===== src/rtl/axi2ahb_rdata_pack.sv =====
// Read-data return path of the AXI-to-AHB bridge: packs RATIO narrow AHB beats
// into one AXI word and queues finished words toward the AXI R channel.
module axi2ahb_rdata_pack #(
  parameter int AXI_ID_WIDTH   = 1,
  parameter int AXI_DATA_WIDTH = 64,
  parameter int AHB_DATA_WIDTH = 32,
  parameter int FIFO_DEPTH     = 16,
  parameter int ERR_MODE       = 0
) (
  input  logic                          ACLK,
  input  logic                          ARESET,
  output logic [AXI_ID_WIDTH-1:0]       RID,
  output logic [AXI_DATA_WIDTH-1:0]     RDATA,
  output logic [1:0]                    RRESP,
  output logic                          RLAST,
  output logic                          RVALID,
  input  logic                          RREADY,
  input  logic [AHB_DATA_WIDTH-1:0]     HRDATA,
  input  logic                          HREADY,
  input  logic                          HRESP,
  input  logic [AXI_ID_WIDTH-1:0]       cmd_id_i,
  input  logic                          cmd_error_i,
  input  logic                          ctrl_rdata_valid_i,
  input  logic                          ctrl_rdata_last_i,
  output logic                          ctrl_rdata_ready_o,
  output logic [$clog2(FIFO_DEPTH):0]   rdata_level_o
);

  localparam int RATIO   = AXI_DATA_WIDTH / AHB_DATA_WIDTH;
  localparam int LANE_W  = (RATIO > 1) ? $clog2(RATIO) : 1;
  localparam int PTR_W   = $clog2(FIFO_DEPTH);
  localparam int CNT_W   = PTR_W + 1;
  localparam int ENTRY_W = AXI_ID_WIDTH + AXI_DATA_WIDTH + 3;

  logic [LANE_W-1:0]         lane_reg;
  logic [AXI_DATA_WIDTH-1:0] pack_reg;
  logic [AXI_DATA_WIDTH-1:0] pack_next;
  logic                      err_pend_reg;
  logic                      word_err_reg;
  logic                      err_sticky_reg;
  logic [PTR_W-1:0]          wr_ptr_reg;
  logic [PTR_W-1:0]          rd_ptr_reg;
  logic [CNT_W-1:0]          count_reg;
  logic [ENTRY_W-1:0]        mem_reg [FIFO_DEPTH];

  logic               acc;
  logic               beat_err;
  logic               word_err_all;
  logic               word_done;
  logic               push;
  logic               pop;
  logic [1:0]         resp;
  logic [ENTRY_W-1:0] push_entry;

  assign ctrl_rdata_ready_o = (count_reg != CNT_W'(FIFO_DEPTH));
  assign RVALID             = (count_reg != '0);
  assign rdata_level_o      = count_reg;

  assign acc          = ctrl_rdata_valid_i & HREADY & ctrl_rdata_ready_o;
  assign beat_err     = HRESP | err_pend_reg | cmd_error_i;
  assign word_err_all = word_err_reg | beat_err;
  assign word_done    = acc & ((lane_reg == LANE_W'(RATIO - 1)) | ctrl_rdata_last_i);
  assign push         = word_done;
  assign pop          = RVALID & RREADY;

  // The completing beat's error is already folded into word_err_all, so the
  // sticky flag only needs its registered value here.
  assign resp = (word_err_all | ((ERR_MODE == 1) & err_sticky_reg)) ? 2'b10 : 2'b00;

  genvar gi;
  generate
    for (gi = 0; gi < RATIO; gi++) begin : g_lane
      assign pack_next[gi*AHB_DATA_WIDTH +: AHB_DATA_WIDTH] =
        (lane_reg == LANE_W'(gi)) ? HRDATA : pack_reg[gi*AHB_DATA_WIDTH +: AHB_DATA_WIDTH];
    end
  endgenerate

  assign push_entry = {cmd_id_i, pack_next, resp, ctrl_rdata_last_i};

  always_ff @(posedge ACLK or posedge ARESET) begin
    if (ARESET) begin
      lane_reg     <= '0;
      pack_reg     <= '0;
      word_err_reg <= 1'b0;
    end else if (word_done) begin
      lane_reg     <= '0;
      pack_reg     <= '0;
      word_err_reg <= 1'b0;
    end else if (acc) begin
      lane_reg     <= lane_reg + LANE_W'(1);
      pack_reg     <= pack_next;
      word_err_reg <= word_err_all;
    end
  end

  // First cycle of a two-cycle AHB ERROR arms the flag; the beat that
  // finally completes consumes it.
  always_ff @(posedge ACLK or posedge ARESET) begin
    if (ARESET) begin
      err_pend_reg <= 1'b0;
    end else if (HRESP & ~HREADY) begin
      err_pend_reg <= 1'b1;
    end else if (acc) begin
      err_pend_reg <= 1'b0;
    end
  end

  always_ff @(posedge ACLK or posedge ARESET) begin
    if (ARESET) begin
      err_sticky_reg <= 1'b0;
    end else if (push & ctrl_rdata_last_i) begin
      err_sticky_reg <= 1'b0;
    end else if (acc & beat_err) begin
      err_sticky_reg <= 1'b1;
    end
  end

  always_ff @(posedge ACLK or posedge ARESET) begin
    if (ARESET) begin
      for (int i = 0; i < FIFO_DEPTH; i++) begin
        mem_reg[i] <= '0;
      end
    end else if (push) begin
      mem_reg[wr_ptr_reg] <= push_entry;
    end
  end

  always_ff @(posedge ACLK or posedge ARESET) begin
    if (ARESET) begin
      wr_ptr_reg <= '0;
      rd_ptr_reg <= '0;
      count_reg  <= '0;
    end else begin
      if (push) begin
        wr_ptr_reg <= wr_ptr_reg + PTR_W'(1);
      end
      if (pop) begin
        rd_ptr_reg <= rd_ptr_reg + PTR_W'(1);
      end
      case ({push, pop})
        2'b10:   count_reg <= count_reg + CNT_W'(1);
        2'b01:   count_reg <= count_reg - CNT_W'(1);
        default: count_reg <= count_reg;
      endcase
    end
  end

  assign {RID, RDATA, RRESP, RLAST} = mem_reg[rd_ptr_reg];

endmodule

===== config.mk =====
export PLATFORM = sky130hd
export DESIGN_NAME = axi2ahb_rdata_pack
export DESIGN_NICKNAME = d
export VERILOG_FILES = /design/src/rtl/axi2ahb_rdata_pack.sv
export SDC_FILE = /design/constraint.sdc
export NUM_CORES = 2
export LEC_CHECK = 0
export CORE_ASPECT_RATIO = 0.5
export CORE_MARGIN = 5
export CORE_UTILIZATION = 51
export CTS_CLUSTER_DIAMETER = 30
export DETAILED_ROUTE_END_ITERATION = 12
export PLACE_DENSITY = 0.79
export SETUP_SLACK_MARGIN = 0.5
export SLEW_MARGIN = 10
export SYNTH_ARGS = -nofsm -noshare
export SYNTH_HDL_FRONTEND = slang
export SYNTH_SLANG_ARGS = --single-unit

===== constraint.sdc =====
create_clock -name ACLK -period 77.3 [get_ports ACLK]
set_clock_uncertainty 0.1 [all_clocks]
set_input_delay 15.46 -clock ACLK [delete_from_list [all_inputs] [get_ports ACLK]]
set_output_delay 15.46 -clock ACLK [all_outputs]
set_load 0.005 [all_outputs]

==> results by group <==
Clock network
  • Setup Buffers After CTS: 0
  • Clk pin slew, worst setup/hold paths: 0.06 ns
  • CTS root buf: clkbuf_16
  • CTS tree: built
  • CTS Hold Bufs: 0
  • CTS max path bufs: 3
  • CTS Sinks: 1152
  • H-Tree Depth: 4
  • Post-CTS sizing: 0
  • CTS buffer count: 149
  • Later-pin clock latency in the skew report: 0.76 ns

Final layout
  • Max reg flops: 1072
  • Final instance area: 0.0577 mm2
  • Layout area overhead: 13.3%
  • Layout cells sized above 1: 15.3%
  • Nets: 4765

Critical path
  • Critical Path Stages: 8
  • CP endpoint kind: output pin
  • Req. time, crit path: 61.74 ns
  • Worst path bufs/invs: 3
  • Cell mode on critical path: o21ai_0
  • Crit-path max FO: 138
  • CP delay by family, top: buffers and inverters
  • Reg2reg setup slack: 72.41 ns
  • CP startpoint kind: flip-flop
  • CP Cell Sequence: buf_12 > buf_4 > mux2_2 > o21ai_0 > a21oi_1 > o21ai_0 > nand2_1 > clkdlybuf4s50_1
  • R2r endpoint: mem_reg[339]
  • Slowest stage delay, CP: 1.01 ns
  • Slowest CP cell: buf_4
  • Critical path class: flip-flop to output pin
  • Critical path endpoint: RDATA[47]
  • CP Data Arrival Time: 5.32 ns
  • Reg2Reg Depth: 8
  • Crit. Startpoint: rd_ptr_reg[0]
  • Worst flop-to-flop path startpoint: lane_reg

Timing
  • Setup violators final: 0
  • Worst Max-Slew Pin Slew: 1.31 ns
  • Setup TNS: 0 ns
  • Final Max Slew Viols: 0
  • Final Critical Period: 20.88 ns
  • RSZ-0062 raised after global routing: no
  • Tcrit/Tclk final: 27.0%
  • Slew headroom: 12.7%
  • Maximum clock frequency: 47.9 MHz
  • Final hold slack: 0.383 ns
  • Hold Vio Cnt, Final: 0
  • Setup ws final: 56.42 ns

Synthesis
  • YS warnings: 0
  • Gate Count Post-Synth: 4792
  • Ys async rst share: 100%
  • FF+latch count, synth: 1152
  • EDFF count, synth: 0
  • Seq/Total Area, Yosys: 56.6%
  • Main synth FF type: dfrtp_1
  • Post-Syn Area: 0.0510 mm2
  • Syn nets: 4843
  • Yosys cell types: 36
  • Post-Syn Area per Cell: 10.6 um2

Pwr
  • Leak pwr: 25.8 nW
  • Final Power: 0.00278 W
  • Cell Pwr Density: 48.1 mW/mm2
  • Peak supply drop: 0.0000361 V

Drt
  • Initial DRC count: 4204
  • Remaining DRCs: 0
  • Wire length per cell: 22.5 um
  • Remaining antenna violation count: 0
  • Final wirelength: 139000 um
  • Total number of vias: 38.0k
  • TritonRoute pass-1 iters: 6
  • Vias/cell: 6.14

GRT
  • M2 GR Usage: 42.4%
  • Global route hottest layer: met2
  • Total congestion overflow: 0
  • Vias in the first global route: 38.9k
  • Largest net degree at the start of global routing: 174
  • GRT Overall Usage: 25.9%
  • Met3 usage: 4.97%
  • Global routing usage on met1: 33.2%
  • Initial antenna violation count: 6
  • First-pass GRT wire length: 218000 um

Floorplan
  • Chip Width: 457 um
  • Die area: 0.107 mm2
  • Core area: 0.0996 mm2
  • DIE HEIGHT: 234 um
  • Initial Utilization: 51.2%
  • Site row count: 82
  • I/O pins: 116

Placement
  • Hpwl dp: 76100 um
  • Pre-CTS setup slack: 56.17 ns
  • Port Buffers: 114
  • Placed cell area: 0.0524 mm2
  • Final GP Congestion: 0.798

Outcome
  • Status: finished clean

Hold path
  • Path type of the worst min-delay path: flip-flop to flip-flop

Flow run
  • Max Cap Viol: 0
[worst min path at each step]
stage	startpoint	to	cells past startpoint
floorplan	word_err_reg	word_err_reg	2
global placement	pack_reg[9]	pack_reg[9]	2
detailed placement	pack_reg[17]	pack_reg[17]	2
CTS	pack_reg[17]	pack_reg[17]	2
global route	mem_reg[272]	mem_reg[272]	1
finish	pack_reg[16]	pack_reg[16]	2
[final cells by class]
cell class	instances	area, um2
clock inverters	88	1090
flip-flops and latches	1152	28800
well taps	1344	1680
fillers	7527	41900
repair buffers	215	1940
multi-input cells	3186	20000
clock buffers	188	4140
diodes	4	10.0
inverters	10	45.0
[cell usage after synthesis, drive strengths merged (2+ instances only)]
master	number	area share (%)
a221oi	67	1.2
nand2	141	1.0
dfrtp	1152	57
nand3	3	0.029
a22oi	67	0.99
and2	3	0.037
o21ai	172	1.7
ha	9	0.22
nor2	1042	7.7
nor2b	36	0.44
mux2	100	2.2
buf	274	3.3
mux2i	265	5.2
a21oi	1110	12
xor2	3	0.052
nand2b	2	0.025
mux4	134	5.9
clkbuf	170	1.3
inv	10	0.074
nor4	2	0.054
xnor2	7	0.12
and3	16	0.20
[layout by cell type, fill, tap and decap left out, types with 102 or more instances in the layout]
cell	n
nand2_1	141
o21ai_0	172
dfrtp_1	1147
mux2i_1	249
mux4_2	134
nor2_1	1041
clkbuf_16	154
a21oi_2	102
clkdlybuf4s50_1	114
a21oi_1	1008
[power breakdown]
part | switching [W] | internal [W] | total [W]
logic | 0.000547 | 0.000475 | 0.00102
clock network | 0.000278 | 0.000442 | 0.000720
registers | 0.000170 | 0.000867 | 0.00104
[per-stage QoR]
step                      cells  util, %
after CTS                  6183     57.9
after global placement     5907     52.6
after floorplan            4792        -
final                      6187     57.9
after global routing       6186     57.9
after detailed placement   5907     52.6
[worst register-to-register path, cell delays in order (launching register included)]
cell	delay, ns
dfrtp_4	0.88
nor2_2	0.09
buf_4	0.31
a211oi_4	0.32
buf_4	0.57
and3_4	0.72
buf_4	0.73
buf_4	0.61
mux2_2	0.42
[cell families (layout without fill, tap and decap cells)]
kind of cell    after synthesis  count (layout)  synth area share, %
xor+xnor                     10              10                0.172
flops                      1152            1152                 56.6
buf+inv                     454             501                 4.59
simple gates               1247            1247                 9.53
other cells                   1               5              0.00736
mux                         499             499                 13.3
fa+ha+maj                    10              10                0.260
compound gates             1419            1419                 15.5
[routing by layer]
metal | wire length (um) | vias to the layer above
met3 | 11800 | 418
met1 | 54600 | 19284
met4 | 6480 | 4
met5 | 24 | -
li1 | - | 16504
met2 | 66300 | 1757
(Power assumes the default switching activity.)
